File: config.mk
export PLATFORM = sky130hd
export DESIGN_NAME = filter_sequencer
export DESIGN_NICKNAME = d
export VERILOG_FILES = /design/src/rtl/filter_sequencer.sv
export SDC_FILE = /design/constraint.sdc
export NUM_CORES = 1
export LEC_CHECK = 0
export ABC_AREA = 1
export CORE_MARGIN = 4
export CORE_UTILIZATION = 41
export CTS_BUF_LIST = sky130_fd_sc_hd__clkbuf_2
export DETAILED_ROUTE_END_ITERATION = 6
export PLACE_DENSITY_LB_ADDON = 0.3
export SLEW_MARGIN = 20
export SYNTH_ARGS = -nofsm -noshare
export SYNTH_HDL_FRONTEND = slang
export SYNTH_SLANG_ARGS = --single-unit
File: constraint.sdc
create_clock -name clock -period 2.2 [get_ports clock]
set_input_delay 0.22 -clock clock [delete_from_list [all_inputs] [get_ports clock]]
set_output_delay 0.22 -clock clock [all_outputs]
set_load 0.1 [all_outputs]
File: src/rtl/filter_sequencer.sv
// filter_sequencer: steps one audio sample through a selected FIR core
// over AXI-stream and rescales the 32-bit result to saturated 16 bits.
module filter_sequencer #(
    parameter int OUT_SHIFT      = 15,
    parameter int TIMEOUT_CYCLES = 1023,
    parameter int DROP_CNT_W     = 8
) (
    input  logic                  clock,
    input  logic                  reset_n,
    input  logic [1:0]            filter_sel,
    input  logic                  sample_valid,
    input  logic [15:0]           sample_in,
    output logic [15:0]           fir_s_tdata,
    output logic [2:0]            fir_s_tvalid,
    input  logic [2:0]            fir_s_tready,
    input  logic [95:0]           fir_m_tdata,
    input  logic [2:0]            fir_m_tvalid,
    output logic [2:0]            fir_m_tready,
    output logic [15:0]           audio_out,
    output logic                  done,
    output logic                  busy,
    output logic                  timeout,
    output logic [DROP_CNT_W-1:0] drop_count
);

    localparam int CNT_W = $clog2(TIMEOUT_CYCLES + 1);
    localparam logic [CNT_W-1:0] CNT_LAST = CNT_W'(TIMEOUT_CYCLES - 1);
    localparam logic [1:0] SEL_BYP = 2'b11;

    typedef enum logic [1:0] {
        IDLE,
        SEND,
        WAIT,
        OUT
    } state_t;

    state_t state;
    state_t state_nx;

    logic [1:0]        sel_q;
    logic [2:0]        sel_oh;
    logic [31:0]       res_sel;
    logic signed [31:0] res_shift;
    logic [15:0]       res_sat;
    logic [CNT_W-1:0]  cnt;
    logic              cnt_last;
    logic              s_hs;
    logic              m_hs;
    logic              accept;
    logic              drop;
    logic              abort;

    // one-hot view of the latched filter selection; bypass selects none
    always_comb begin
        sel_oh = 3'b000;
        unique case (sel_q)
            2'b00:   sel_oh = 3'b001;
            2'b01:   sel_oh = 3'b010;
            2'b10:   sel_oh = 3'b100;
            default: sel_oh = 3'b000;
        endcase
    end

    // pick the result lane belonging to the latched filter
    always_comb begin
        res_sel = fir_m_tdata[31:0];
        unique case (sel_q)
            2'b01:   res_sel = fir_m_tdata[63:32];
            2'b10:   res_sel = fir_m_tdata[95:64];
            default: res_sel = fir_m_tdata[31:0];
        endcase
    end

    // arithmetic rescale then clamp into the signed 16-bit range
    always_comb begin
        res_shift = $signed(res_sel) >>> OUT_SHIFT;
        res_sat   = res_shift[15:0];
        if (res_shift > 32'sd32767) begin
            res_sat = 16'h7FFF;
        end else if (res_shift < -32'sd32768) begin
            res_sat = 16'h8000;
        end
    end

    assign cnt_last = (cnt == CNT_LAST);
    assign s_hs     = |(fir_s_tready & sel_oh);
    assign m_hs     = |(fir_m_tvalid & sel_oh);
    assign accept   = (state == IDLE) && sample_valid;
    assign drop     = (state != IDLE) && sample_valid;
    assign abort    = ((state == SEND) && !s_hs && cnt_last) ||
                      ((state == WAIT) && !m_hs && cnt_last);

    // FSM state register
    always_ff @(posedge clock or negedge reset_n) begin
        if (!reset_n) begin
            state <= IDLE;
        end else begin
            state <= state_nx;
        end
    end

    // FSM next-state: handshake progress has priority over timeout
    always_comb begin
        state_nx = state;
        unique case (state)
            IDLE: begin
                if (sample_valid) begin
                    state_nx = (filter_sel == SEL_BYP) ? OUT : SEND;
                end
            end
            SEND: begin
                if (s_hs) begin
                    state_nx = WAIT;
                end else if (cnt_last) begin
                    state_nx = IDLE;
                end
            end
            WAIT: begin
                if (m_hs) begin
                    state_nx = OUT;
                end else if (cnt_last) begin
                    state_nx = IDLE;
                end
            end
            OUT: begin
                state_nx = IDLE;
            end
            default: begin
                state_nx = IDLE;
            end
        endcase
    end

    // FSM outputs, decoded from registered state only
    always_comb begin
        fir_s_tvalid = 3'b000;
        fir_m_tready = 3'b000;
        done         = 1'b0;
        busy         = (state != IDLE);
        unique case (1'b1)
            state == SEND: fir_s_tvalid = sel_oh;
            state == WAIT: fir_m_tready = sel_oh;
            state == OUT:  done         = 1'b1;
            default: ;
        endcase
    end

    // sample and selection are frozen at accept for the whole transfer
    always_ff @(posedge clock or negedge reset_n) begin
        if (!reset_n) begin
            fir_s_tdata <= '0;
            sel_q       <= 2'b00;
        end else if (accept) begin
            fir_s_tdata <= sample_in;
            sel_q       <= filter_sel;
        end
    end

    // handshake watchdog, restarted on every state change
    always_ff @(posedge clock or negedge reset_n) begin
        if (!reset_n) begin
            cnt <= '0;
        end else if (state != state_nx) begin
            cnt <= '0;
        end else if ((state == SEND) || (state == WAIT)) begin
            cnt <= cnt + CNT_W'(1);
        end
    end

    // result register: bypass loads the raw sample, filters the clamp
    always_ff @(posedge clock or negedge reset_n) begin
        if (!reset_n) begin
            audio_out <= '0;
        end else if (accept && (filter_sel == SEL_BYP)) begin
            audio_out <= sample_in;
        end else if ((state == WAIT) && m_hs) begin
            audio_out <= res_sat;
        end
    end

    // single-cycle abort flag, lands in the first IDLE cycle
    always_ff @(posedge clock or negedge reset_n) begin
        if (!reset_n) begin
            timeout <= 1'b0;
        end else begin
            timeout <= abort;
        end
    end

    // saturating count of strobes that arrive while busy
    always_ff @(posedge clock or negedge reset_n) begin
        if (!reset_n) begin
            drop_count <= '0;
        end else if (drop && (drop_count != '1)) begin
            drop_count <= drop_count + DROP_CNT_W'(1);
        end
    end

endmodule

; Word level (Yosys, flattened, before mapping)
; Cells that the tools add are included.
[word_totals]
out_inout_bits = 49
word_cells = 59
reg_bits = 55
inputBits = 123
[op_classes]
n_bitwise = 2
n_mux = 17
n_addsub = 2
n_lt_le_gt_ge = 2
eq_ne = 9
n_reduce_logical = 20
[op_table]
columns = cell, count
row1 = 16-bit 2-to-1 mux, 4
row2 = 32-bit case mux with 2 select lines, 1
row3 = 10-bit 2-to-1 mux, 2
row4 = 17-bit by 16-bit greater-than comparator with 1-bit output (second input constant), 1
row5 = 17-bit by 16-bit less-than comparator with 1-bit output (second input constant), 1
row6 = 10-bit by 1-bit adder with 10-bit output (second input constant), 1
row7 = 10-bit equality test (second input constant), 1
row8 = 2-bit 2-to-1 mux, 5
row9 = 1-bit logical AND, 9
row10 = 3-bit case mux with 3 select lines, 1
row11 = 8-bit by 1-bit adder with 8-bit output (second input constant), 1
row12 = 2-bit equality test (second input constant), 4
row13 = 8-bit != test (second input constant), 1
row14 = 2-bit case mux with 4 select lines, 1
row15 = 3-bit bitwise AND, 2
row16 = 3-bit 2-to-1 mux, 2
row17 = 2-bit nonzero test, 3
row18 = 3-bit OR reduction, 2
row19 = 2-bit by 1-bit equality test with 1-bit output (second input constant), 2
row20 = 2-bit logical NOT, 2
row21 = 1-bit logical NOT, 2
row22 = 1-bit logical OR, 2
row23 = 2-bit != test, 1
row24 = 1-bit 2-to-1 mux, 1

; Logic depth before layout (Yosys ltp)
; Gate-level depths: netlist of run 1.
[depth]
depth_word = 8
mapped_depth = 14
mapped_depth_nobuf = 12

; Least setup slack after synthesis of run 1
; OpenSTA, ideal clock, no wires.
[synth_path]
path_kind = reg2reg
startpoint = register state[0]
endpoint = register drop_count[5]
path_stages_with_launch = 8
t_arrival_ns = 2.024
setup_slack_ns = 0.017
required_ns = 2.041
setup_ns = 0.159
synth_period_minus_slack_ns = 2.183
path_cell_list = dfrtp_1 -> inv_1 -> ha_1 -> inv_1 -> nand3_1 -> nor2_1 -> nand2_1 -> xnor2_1
[synth_via]
elab_chain_cells = 3
[synth_lines]
columns = item, line
row1 = "start, declared", 37  ; state_t state;
row2 = "start signal, assigned", 98  ; state <= state_nx;
row3 = 2-bit nonzero test, n/a
row4 = net busy, 21  ; output logic busy,
row5 = 1-bit logical AND, 89  ; assign drop = (state != IDLE) && sample_valid;
row6 = 1-bit logical AND, 194  ; end else if (drop && (drop_count != '1)) begin
row7 = "end signal, assigned", 195  ; drop_count <= drop_count + DROP_CNT_W'(1);
row8 = "end, declared", 23  ; output logic [DROP_CNT_W-1:0] drop_count
; The timed path passes the listed nets, and every way through them passes these cells.
; A chain may end at the register's enable or synchronous reset.

; Final worst setup path of run 1
[layout_path]
startpoint = register state[1]
endpoint = output port fir_s_tvalid[1]
[layout_via]
elab_chain_cells = 2
[layout_lines]
columns = item, line
row1 = 2-bit by 1-bit equality test with 1-bit output, 141  ; state == SEND: fir_s_tvalid = sel_oh;
row2 = 3-bit 2-to-1 mux, 140  ; unique case (1'b1)
row3 = "end, declared", 14  ; output logic [2:0] fir_s_tvalid,
; No other way between the ends.

==> flow_summary.json, run 1 <==
{
  "grt.overflow.total": 0,
  "cpLargestDelayFamily": "buffers and inverters",
  "startpoint_type": "flip-flop",
  "diodes": 0,
  "max-cap-violations": 0,
  "avgSynthCellArea_um2": 7.90,
  "crit_fanout": 6,
  "final_util": 0.595,
  "ys_seq_area_frac": 0.420,
  "ys_types": 33,
  "rows": 32,
  "synth_edf_count": 0,
  "nets": 674,
  "cp_num_buf_inv": 3,
  "dr_wl_met3_um": 699,
  "via_count": 3300,
  "synth_compound_area_frac": 0.137,
  "slew_headroom": 0.537,
  "synth_seq_cells": 55,
  "clkTransAtPathRegs_ns": 0.28,
  "drc": 0,
  "crit_path_end_kind": "output pin",
  "ir_drop_uv": 458,
  "fmax_ghz": 0.491,
  "synth_top_area_frac": 0.420,
  "cp_data_arrival_time_ns": 1.82,
  "synthMuxAreaShare": 0.00344,
  "fin_tns_setup_ns": 0,
  "first_global_vias": 3250,
  "hold_end": "fir_s_tdata[11]$_DFFE_PN0P_",
  "dieHeight_um": 97.4,
  "synth_common_cells": "nand2_1 (131), dfrtp_1 (55), a21oi_1 (39), nor2_1 (29), inv_1 (25)",
  "antenna_left": 0,
  "route.met2.wl_mm": 4.49,
  "stdcell_area_um2": 4620,
  "routed.top_layer": "met4",
  "rrSetupSlack_ns": 0.19,
  "routed_via_density": 5.13,
  "clock_latency_ns": 0.45,
  "synthSimpleGateAreaFrac": 0.285,
  "dieArea_um2": 9490,
  "die_x_um": 97.4,
  "antenna_found_initial": 0,
  "yosysWarnings": 0,
  "hp-class": "input port to flip-flop",
  "grt.total_usage": 0.192,
  "finalSetupViolCount": 0,
  "wirelength_met1_mm": 3.85,
  "synth.most_common_cell": "nand2_1",
  "grt_pass1_wl_mm": 15.1,
  "routabilityCongestion": 0.845,
  "area_growth_pct": 41.0,
  "worst_clock_skew_ns": 0.0234,
  "holdCritStartpoint": "sample_in[11]",
  "post_dp_cell_area_um2": 4570,
  "power_density_nw_per_um2": 522,
  "rr_worst_depth": 12,
  "path_common_cell": "inv_1",
  "hold_viol": 0,
  "drtIter0Drc": 120,
  "numCtsBuffers": 5,
  "worst_slew_pin_slew_ns": 0.695,
  "clock_sink_count": 55,
  "p_leak_nw": 2.29,
  "yosys_most_used_dff": "dfrtp_1",
  "drv_slew": 0,
  "yosys.area.top_type": "dfrtp_1",
  "syn_inst": 415,
  "fillCellCount": 702,
  "initial_core_util": 0.422,
  "cpMaxStageDelayCell": "dfrtp_1",
  "hold_depth": 3,
  "ff_latch_area_um2": 1380,
  "clock_path_buffers": 2,
  "ioPinCount": 172,
  "yosys.area_share.xor_xnor": 0.0401,
  "outcome": "complete, no violations",
  "synth_top_family_by_area": "simple AND/OR/NAND/NOR gates",
  "total_power_mw": 2.41,
  "cts_tree": "yes",
  "slowest_delay_ns": 0.48,
  "rr_startpoint": "sel_q[0]$_DFFE_PN0P_",
  "wl_per_cell_um": 14.3,
  "multi_input_area_um2": 1660,
  "synth_nets": 549,
  "hpwl_mm": 7.23,
  "rsz0062_at_grt": "no",
  "fin_crit_sh": 0.925,
  "synth.area.top_cells": "dfrtp_1 (42%), nand2_1 (15%), a21oi_1 (6.0%)",
  "synth_area_um2": 3280,
  "worst_r2r_endpoint": "cnt[0]$_DFFE_PN0P_",
  "setup.worst_path.class": "flip-flop to output pin",
  "placeableCoreArea_um2": 7770,
  "port_buffers": 126,
  "cts-htree-levels": 2,
  "wirelength_mm": 9.23,
  "layout_min_cycle_time_ns": 2.04,
  "clock-root-buffer": "clkbuf_2",
  "critPathRequiredTime_ns": 1.98,
  "crit_chain": "inv_1 -> ha_1 -> nand2_1 -> inv_1 -> buf_12",
  "grt_max_degree": 56,
  "synthArstFlopShare": 1.00,
  "layout-drive-gt1-share": 0.183,
  "synth_adder_area_share": 0.0420,
  "drtPass1Iterations": 4
}
==> timing repair <==
action / 4_1_cts / 5_1_grt
setup endpoints to repair: 0 / 3
buffers inserted: 0 / 0
hold endpoints to repair: 55 / 0
hold buffers: 1 / 0
gates resized for setup: 0 / 1
==> where the power goes <==
part	internal (mW)	leakage (nW)	total [mW]	switching, mW
Sequential	1.07	0.727	1.14	0.0703
Clock	0.0808	0.0290	0.403	0.323
Combinational	0.274	1.54	0.865	0.591
==> how the worst max path moves through the flow <==
| stage | startpoint | endpoint | slack (ns) | depth (start not counted) |
|---|---|---|---|---|
| detailed placement | state[0]$_DFF_PN0_ | cnt[0]$_DFFE_PN0P_ | 0.22 | 10 |
| global route | sel_q[0]$_DFFE_PN0P_ | cnt[0]$_DFFE_PN0P_ | 0.009 | 12 |
| floorplan | state[0]$_DFF_PN0_ | drop_count[5]$_DFFE_PN0P_ | 0.02 | 7 |
| global placement | sample_valid | audio_out[13]$_DFFE_PN0P_ | 0.28 | 8 |
| CTS | state[0]$_DFF_PN0_ | fir_m_tready[0] | 0.11 | 5 |
| finish | state[1]$_DFF_PN0_ | fir_s_tvalid[1] | 0.16 | 5 |
==> cell type report <==
type,count,area share
multi-input cells,312,0.360
flip-flops and latches,55,0.298
repair buffers,136,0.281
well taps,102,0.0276
inverters,30,0.0244
clock buffers,6,0.00650
clock inverters,2,0.00271
==> cells by family after synthesis <==
logic type / after synthesis
AOI/OAI and AO/OA: 74
DFF: 55
xor gates and xnor gates: 15
buffers and inverters: 48
and+or+nand+nor: 211
adders and majority gates: 11
muxes: 1
==> cell usage in the layout (no fill, tap or decap), drive strengths merged <==
master,n
nor3,2
dfrtp,55
nor2,33
nand4,16
ha,11
buf,59
o21bai,1
clkdlybuf4s50,76
xnor2,10
inv,30
a22o,2
mux2,1
clkinv,1
nand2,143
clkbuf,6
a31oi,8
a21oi,44
o21ai,10
xor2,5
dlygate4sd3,1
o2bb2ai,1
clkinvlp,1
o211ai,8
nand3,17
==> per-stage QoR <==
stage | std cells | setup slack [ns] | hold slack (ns)
after CTS | 643 | 0.113 | 0.288
after detailed placement | 634 | 0.218 | 0.398
final | 643 | 0.165 | 0.301
after floorplan | 415 | 0.0171 | -0.0756
after global routing | 643 | 0.00941 | 0.277
after global placement | 634 | 0.279 | 0.391
==> state kept, by name (all words and copies together), names as in the netlist <==
name	flops
drop_count	8
sel_q	2
cnt	10
fir_s_tdata	16
audio_out	16
state	2
timeout	1
==> metal layers <==
| metal | track usage | vias to the layer above |
|---|---|---|
| met5 | 0 | - |
| met1 | 0.244 | 1549 |
| met4 | 0.0607 | 0 |
| li1 | - | 1612 |
| met2 | 0.327 | 122 |
| met3 | 0.0409 | 17 |
==> worst min-delay path, cell delays in order <==
cell             delay (ns)
clkdlybuf4s50_1        0.43
nand2_1                0.08
nand2_1                0.04
No activity file was read; power rests on OpenSTA's default activity.
==> inputs of run 2 (changes only) <==
Settings changed: ABC_CLOCK_PERIOD_IN_PS set to 2200, CELL_PAD_IN_SITES_DETAIL_PLACEMENT set to 1, CELL_PAD_IN_SITES_GLOBAL_PLACEMENT set to 1, CORE_UTILIZATION 41 to 28.
==> flow_summary.json, run 2 (same netlist as run 1, synthesis figures left out) <==
{
  "drtPass1Iterations": 4,
  "max-cap-violations": 0,
  "grt_max_degree": 30,
  "top_regs": "audio_out: 16 flops, fir_s_tdata: 16 flops, cnt: 10 flops",
  "drtIter0Drc": 162,
  "p_leak_nw": 2.30,
  "clock_sink_count": 55,
  "nets": 675,
  "numCtsBuffers": 5,
  "ir_drop_uv": 466,
  "cts_tree": "yes",
  "initial_core_util": 0.287,
  "clock_latency_ns": 0.49,
  "worst_slew_pin_slew_ns": 0.675,
  "post_dp_cell_area_um2": 4630,
  "fin_ws_ns": 0.197,
  "routed_via_density": 4.85,
  "antenna_left": 0,
  "port_buffers": 126,
  "hold_viol": 0,
  "slew_headroom": 0.550,
  "fin_crit_sh": 0.911,
  "crit_path_end_kind": "flip-flop",
  "drc": 0,
  "die_x_um": 116,
  "final_common_cell": "nand2_1",
  "fillCellCount": 1391,
  "cts-htree-levels": 2,
  "multi_input_area_um2": 1700,
  "grt.total_usage": 0.161,
  "diodes": 0,
  "fmax_ghz": 0.499,
  "startpoint_type": "flip-flop",
  "layout_min_cycle_time_ns": 2.00,
  "dieHeight_um": 116,
  "whs_ns": 0.229,
  "via_count": 3320,
  "drv_slew": 0,
  "cp_data_arrival_time_ns": 2.39,
  "dieArea_um2": 13500,
  "antenna_found_initial": 0,
  "power_density_nw_per_um2": 519,
  "finalSetupViolCount": 0,
  "pre_cts_ws_ns": 0.129,
  "routabilityCongestion": 0.850,
  "grt.overflow.total": 0,
  "fin_tns_setup_ns": 0,
  "area_growth_pct": 44.4,
  "outcome": "complete, no violations",
  "placeableCoreArea_um2": 11400,
  "layout-drive-gt1-share": 0.196,
  "rows": 39,
  "critPathRequiredTime_ns": 2.59,
  "total_power_mw": 2.46,
  "worst_clock_skew_ns": 0.0510,
  "crit_fanout": 13,
  "wirelength_mm": 10.9,
  "ioPinCount": 172,
  "setup.worst_path.class": "flip-flop to flip-flop",
  "first_global_vias": 3512,
  "hpwl_mm": 8.73,
  "wl_per_cell_um": 15.9,
  "clock_path_buffers": 2,
  "layout_common_cells": "nand2_1 (131), clkdlybuf4s50_1 (76), dfrtp_1 (55)",
  "grt_pass1_wl_mm": 17.3,
  "hp-class": "input port to asynchronous set/reset pin",
  "stdcell_area_um2": 4730,
  "ff_latch_area_um2": 1380,
  "clock-root-buffer": "clkbuf_2",
  "clkTransAtPathRegs_ns": 0.33
}
==> run 2: changes by cell type in the layout (fill, tap and decap cells not counted) <==
cell / change
nand2_2: -1
inv_1: -2
ha_1: -4
clkbuf_2: -1
nand2_4: +1
ha_4: +2
inv_2: +2
ha_2: +2
buf_12: +1
inv_8: +1
==> run 2: through the flow <==
| stage | cells | util |
|---|---|---|
| finish | 685 | 0.415 |
| floorplan | 415 | - |
| global placement | 675 | 0.406 |
| CTS | 684 | 0.411 |
| global route | 685 | 0.415 |
| detailed placement | 675 | 0.406 |
==> run 2: worst paths after layout <==
path,from,end,slack [ns],cells after the start
setup / recovery,state[1]$_DFF_PN0_,cnt[0]$_DFFE_PN0P_,0.20,9
hold / removal,reset_n,fir_s_tdata[10]$_DFFE_PN0P_,0.23,2
setup reg to reg,state[1]$_DFF_PN0_,cnt[0]$_DFFE_PN0P_,0.20,9
hold reg to reg,drop_count[6]$_DFFE_PN0P_,drop_count[6]$_DFFE_PN0P_,0.53,1
max in group asynchronous,reset_n,cnt[4]$_DFFE_PN0P_,1.33,3
min in group clock,sample_in[10],fir_s_tdata[10]$_DFFE_PN0P_,0.27,3
==> run 2: area by class of cell <==
class,count,area share
sequential,55,0.291
tap,143,0.0378
timing repair buffer,137,0.279
multi-input combinational,312,0.359
clock inverter,3,0.00502
inverter,30,0.0238
clock buffer,5,0.00529
==> run 2: per-layer routing <==
metal,track usage,share of wire
met1,0.199,0.43
met2,0.298,0.51
met3,0.0290,0.048
met4,0.0209,0.0039
met5,0,0
==> run 2: timing repair <==
item,4_1_cts,5_1_grt
resized for setup,1,9
hold endpoints to repair,28,0
endpoints found under the setup margin,3,11
hold buffers,1,0
buffers inserted,0,1
==> run 2: power breakdown <==
group          switching [mW]  leakage (nW)  internal, mW  total [mW]
sequential             0.0697         0.727          1.07        1.14
combinational           0.598          1.54         0.276       0.874
clock                   0.356        0.0309        0.0845       0.440
total                    1.02          2.30          1.43        2.46
==> run 2: worst max-delay path: stages (launching register included) <==
cell      delay (ns)
dfrtp_1         0.52
inv_2           0.15
ha_1            0.28
o21ai_1         0.09
o21bai_1        0.19
nand2_2         0.10
nand2_2         0.05
nand2_2         0.21
nand2_1         0.17
a21oi_1         0.16
==> inputs of run 3 (changes only) <==
Settings changed: CAP_MARGIN set to 20.
==> results of run 3 <==
No change in the layout: final DEF, timing and power equal those of run 2.
